<file path="src/rtl/cond_pkg.sv">
// Shared encodings for the condition/flag path: ARM condition codes,
// NZCV bit positions and flag-write group selects.
package cond_pkg;

   typedef enum logic [3:0] {
      COND_EQ = 4'b0000,
      COND_NE = 4'b0001,
      COND_CS = 4'b0010,
      COND_CC = 4'b0011,
      COND_MI = 4'b0100,
      COND_PL = 4'b0101,
      COND_VS = 4'b0110,
      COND_VC = 4'b0111,
      COND_HI = 4'b1000,
      COND_LS = 4'b1001,
      COND_GE = 4'b1010,
      COND_LT = 4'b1011,
      COND_GT = 4'b1100,
      COND_LE = 4'b1101,
      COND_AL = 4'b1110,
      COND_NV = 4'b1111
   } cond_t;

   localparam int N_IDX = 3;
   localparam int Z_IDX = 2;
   localparam int C_IDX = 1;
   localparam int V_IDX = 0;

   localparam int FW_NZ = 1;
   localparam int FW_CV = 0;

endpackage

</file>
<file path="src/rtl/cond_check.sv">
// Combinational ARM condition evaluator: (cond, NZCV) -> pass.
// Kept standalone so the branch predictor can reuse it.
module cond_check
   import cond_pkg::*;
(
   input  logic [3:0] cond,
   input  logic [3:0] flags,
   output logic       pass
);

   logic n, z, c, v;

   assign n = flags[N_IDX];
   assign z = flags[Z_IDX];
   assign c = flags[C_IDX];
   assign v = flags[V_IDX];

   always_comb begin
      // NOTE: every always_comb output gets a default first so no path can infer a latch.
      pass = 1'b1;
      case (cond_t'(cond))
         COND_EQ: pass = z;
         COND_NE: pass = ~z;
         COND_CS: pass = c;
         COND_CC: pass = ~c;
         COND_MI: pass = n;
         COND_PL: pass = ~n;
         COND_VS: pass = v;
         COND_VC: pass = ~v;
         COND_HI: pass = c & ~z;
         COND_LS: pass = ~c | z;
         COND_GE: pass = (n == v);
         COND_LT: pass = (n != v);
         COND_GT: pass = ~z & (n == v);
         COND_LE: pass = z | (n != v);
         COND_AL: pass = 1'b1;
         COND_NV: pass = 1'b1;
      endcase
   end

endmodule

</file>
<file path="src/rtl/cond_flags_unit.sv">
// Architectural NZCV register with shadow copy, condition gating of decoder enables.
// Optional COND_STATS_EN adds executed/skipped instruction counters (CNT_W wide).
module cond_flags_unit
  import cond_pkg::*;
#(
  parameter int CNT_W = 32
)
(
  input  logic             clk,
  input  logic             n_reset,
  input  logic             valid,
  input  logic             flush,
  input  logic [3:0]       cond,
  input  logic [3:0]       alu_flags,
  input  logic [1:0]       flag_w,
  input  logic             pc_s,
  input  logic             reg_w,
  input  logic             mem_w,
  input  logic             no_write,
  input  logic             save_flags,
  input  logic             restore_flags,
  output logic             cond_ex,
  output logic             pc_src,
  output logic             reg_write,
  output logic             mem_write,
  output logic [3:0]       flags,
`ifdef COND_STATS_EN
  output logic [CNT_W-1:0] exec_count,
  output logic [CNT_W-1:0] skip_count,
`endif
  output logic [3:0]       saved_flags
);

  logic       live;
  logic       pass;
  logic [3:0] flags_d, flags_q;
  logic [3:0] saved_d, saved_q;

  cond_check u_cond_check (
    .cond  (cond),
    .flags (flags_q),
    .pass  (pass)
  );

  assign live      = valid & ~flush;
  assign cond_ex   = live & pass;
  assign pc_src    = pc_s & cond_ex;
  assign reg_write = reg_w & cond_ex & ~no_write;
  assign mem_write = mem_w & cond_ex;

  always_comb begin
    flags_d = flags_q;
    saved_d = saved_q;
    // Restore takes priority over both the ALU update and a same-cycle save.
    if (restore_flags) begin
      flags_d = saved_q;
    end else begin
      if (save_flags) saved_d = flags_q;
      if (cond_ex && flag_w[FW_NZ]) begin
        flags_d[N_IDX] = alu_flags[N_IDX];
        flags_d[Z_IDX] = alu_flags[Z_IDX];
      end
      if (cond_ex && flag_w[FW_CV]) begin
        flags_d[C_IDX] = alu_flags[C_IDX];
        flags_d[V_IDX] = alu_flags[V_IDX];
      end
    end
  end

  always_ff @(posedge clk or negedge n_reset) begin
    // NOTE: sequential state uses non-blocking assignments so every flop samples pre-edge values.
    if (!n_reset) begin
      flags_q <= 4'b0000;
      saved_q <= 4'b0000;
    end else begin
      flags_q <= flags_d;
      saved_q <= saved_d;
    end
  end

  assign flags       = flags_q;
  assign saved_flags = saved_q;

`ifdef COND_STATS_EN
  logic [CNT_W-1:0] exec_d, exec_q;
  logic [CNT_W-1:0] skip_d, skip_q;

  always_comb begin
    exec_d = exec_q + CNT_W'(cond_ex);
    skip_d = skip_q + CNT_W'(live & ~pass);
  end

  always_ff @(posedge clk or negedge n_reset) begin
    if (!n_reset) begin
      exec_q <= '0;
      skip_q <= '0;
    end else begin
      exec_q <= exec_d;
      skip_q <= skip_d;
    end
  end

  assign exec_count = exec_q;
  assign skip_count = skip_q;
`endif

endmodule

</file>
<file path="config.mk">
export PLATFORM = sky130hd
export DESIGN_NAME = cond_flags_unit
export DESIGN_NICKNAME = d
export VERILOG_FILES = /design/src/rtl/cond_pkg.sv /design/src/rtl/cond_check.sv /design/src/rtl/cond_flags_unit.sv
export SDC_FILE = /design/constraint.sdc
export NUM_CORES = 1
export LEC_CHECK = 0
export ABC_CLOCK_PERIOD_IN_PS = 2400
export BUFFER_PORTS_ARGS = -buffer_cell sky130_fd_sc_hd__buf_2
export CAP_MARGIN = 20
export CORE_AREA = 10 10 50 52
export DETAILED_ROUTE_END_ITERATION = 6
export DIE_AREA = 0 0 60 62
export GPL_TIMING_DRIVEN = 0
export HOLD_SLACK_MARGIN = 0.12
export MAX_ROUTING_LAYER = met4
export PLACE_DENSITY = 0.7
export SYNTH_ARGS = -nofsm -noshare
export SYNTH_HDL_FRONTEND = slang
export SYNTH_SLANG_ARGS = --single-unit
</file>
<file path="constraint.sdc">
create_clock -name clk -period 2.4 [get_ports clk]
set_input_delay 0.12 -clock clk [delete_from_list [all_inputs] [get_ports clk]]
set_output_delay 0.12 -clock clk [all_outputs]
set_load 0.1 [all_outputs]
</file>
==> flow_summary_export.csv <==
group,metric,value,unit
yosys,synth_warnings,0,
clock_tree,clkTransAtPathRegs,0.05,ns
power,power_density,1370,nW/um2
route,drcViolationCount,0,
route,routed_wirelength,1950,um
clock_tree,root_buffer,"clkbuf_4",
global_route,track_usage,10.6,%
sta,worst_pin_slew,0.493,ns
power,combinationalPowerShare,68.9,%
yosys,synthArstFlopShare,100,%
hold_path,holdCritPathClass,"in2reg",
sta,slew_viol_final,0,
yosys,synthCells,76,
route,drt-initial-drc-count,3,
clock_tree,cts_tree,"done",
power,intPower,508,uW
floorplanning,start_util,40.9,%
clock_tree,cts_sinks,8,
yosys,syn_nets,96,
status,outcome,"finished, final reports clean",
yosys,netlist_area,659,um2
hold_path,min_from,"alu_flags[1]",
placement,place_inst,124,
final_layout,area_growth,49.9,%
yosys,synth_edf_count,0,
clock_tree,clk_latency,0.25,ns
sta,max_freq,430,MHz
final_layout,fillers,141,
floorplanning,die_w,60,um
power,total_power,1.35,mW
yosys,synth_cell_type_count,33,
sta,rsz0062_at_grt,"true",
floorplanning,die-area,3720,um2
sta,fin_crit_sh,96.9,%
yosys,synth_area_per_cell,8.68,um2
power,vdd_drop_max,0.000765,V
final_layout,antenna_cells,0,
setup_path,r2r-start,"flags[3]",
sta,max-slew-margin-rel,67.4,%
global_route,grt_pass1_vias,706,
final_layout,layout.nets,138,
floorplanning,die_y,62,um
setup_path,cp-start-kind,"flop",
final_layout,drive_gt1_share,50.0,%
final_layout,multi_input_area,460,um2
setup_path,worstSetupEndpointType,"primary output",
power,leakagePower,0.438,nW
route,vias,715,
placement,finalWeightedCongestion,0.868,
setup_path,cp.required,2.28,ns
sta,hold_viol,0,
power,swShare,62.4,%
setup_path,worstPathArrival,2.20,ns
final_layout,instances_no_fill,133,
setup_path,worstSetupPathType,"reg2out",
setup_path,critPathLaunch,"flags[3]",
yosys,ys_ff_latch,8,
floorplanning,fp-row-count,15,
yosys,seq_area_frac_synth,30.4,%
floorplanning,core_area,1610,um2
placement,dp_hpwl,1500,um
clock_tree,cts.htree.levels,1,
power,p_clk_share,7.4,%
sta,finalWorstSetupSlack,0.0754,ns
route,viasPerCell,5.38,
global_route,grt_first_pass_wirelength,2990,um
floorplanning,ios,32,
placement,post-place-ws,0.158,ns
sta,fin_skew,0.000533,ns
power,p_sw,844,uW
sta,finalSetupViolCount,0,
sta,holdWs,0.187,ns
route,drtAntennaViolNets,0,
sta,period_needed,2.32,ns
power,power.share.sequential,23.6,%
yosys,synthFlopType,"dfrtp_1",
route,first_pass_iters,4,
placement,numPortBuffers,31,
run,cap_violations,0,
global_route,grt_overflow,0,
global_route,grt_max_degree,11,
route,avgRoutedWirePerCell,14.6,um
clock_tree,cts_buffer_depth,2,
final_layout,layout.area.seq,208,um2
clock_tree,cts_made_buffers,3,
setup_path,crit_path_max_fanout,6,
global_route,antenna_found_initial,0,
==> cell usage after synthesis (2+ instances only) <==
cell type  instances  area, um2
o211ai_1           6       45.0
mux2_2             4       45.0
dfrtp_1            8        200
xor2_1             2       17.5
nand2_1            2       7.51
nand2b_1           5       31.3
a31oi_1            2       12.5
buf_2              3       15.0
nor2_1             6       22.5
nor2b_1            5       31.3
and2_2             2       15.0
a21oi_1            6       30.0
o311ai_0           4       35.0
nand3b_1           2       15.0
==> critical path: stages (launching register included) <==
cell and delay [ns]:
dfrtp_4 0.53, xor2_1 0.15, o211ai_1 0.19, a31oi_2 0.16, or3_1 0.41, buf_6 0.14
and3b_2 0.20, buf_8 0.17
==> metrics by stage <==
stage,utilization (%),TNS (ns),area (um2)
6_report,61.2,0,988
4_1_cts,55.8,0,901
2_1_floorplan,-,0,667
3_3_place_gp,52.2,0,843
5_1_grt,61.2,-0.0934,988
3_5_place_dp,52.2,0,843
==> final timing paths <==
| kind | to | slack [ns] | cells after the start |
|---|---|---|---|
| worst max-delay path | reg_write | 0.08 | 7 |
| worst min-delay path | flags[1] | 0.19 | 3 |
| worst max register to register | flags[2] | 0.43 | 7 |
| worst min register to register | saved_flags[1] | 0.53 | 1 |
| max in group asynchronous | flags[3] | 1.98 | 2 |
| min in group asynchronous | flags[3] | 0.24 | 2 |
==> power groups by stage <==
stage,sequential (mW),clock (mW),combinational (mW)
final,0.319,0.100,0.931
after global routing,0.333,0.111,0.974
after CTS,0.309,0.104,0.884
after detailed placement,0.306,0,0.859
after global placement,0.301,0,0.853
after floorplan,0.777,0,0.234
==> per-layer routing <==
metal / track usage, % / vias to the layer above / routed length [um]
li1: - / 366 / -
met3: 2.85 / 2 / 141
met4: 5.13 / 0 / 12
met5: - / - / 0
met2: 18.2 / 16 / 1050
met1: 10.9 / 331 / 742
==> area by class of cell <==
class	count	area share, %
Buffer	5	3.04
Inverter	1	0.380
Sequential cell	8	21.0
Clock buffer	3	2.28
Multi-Input combinational cell	62	46.6
Tap cell	17	2.15
Timing Repair Buffer	37	24.6
==> kinds of logic after synthesis <==
| kind of cell | Yosys count | synth area share (%) |
|---|---|---|
| simple gates | 32 | 29.8 |
| compound gates | 23 | 23.9 |
| flops | 8 | 30.4 |
| buf+inv | 6 | 5.12 |
| mux | 4 | 6.83 |
| xor+xnor | 3 | 3.99 |
==> sequential cells by signal (all words and copies together), names as in the netlist <==
name / count
saved_flags: 4
flags: 4
==> what timing repair did <==
item	in CTS	in global routing
endpoints found under the setup margin	3	4
pin swaps	0	4
gates resized for setup	6	10
hold buffers	1	0
hold endpoints to repair	8	0
setup buffers	0	5
==> cells in the final DEF, fill, tap and decap left out, types with 3 or more instances in the layout <==
cell       n
o311ai_0   4
mux2_2     4
nor2b_1    5
clkbuf_4   3
dfrtp_1    4
dfrtp_2    3
nor2_1     6
buf_2     31
nand2b_1   5
o211ai_1   6
a21oi_1    5
buf_4      5
No activity file was read; power rests on OpenSTA's default activity.
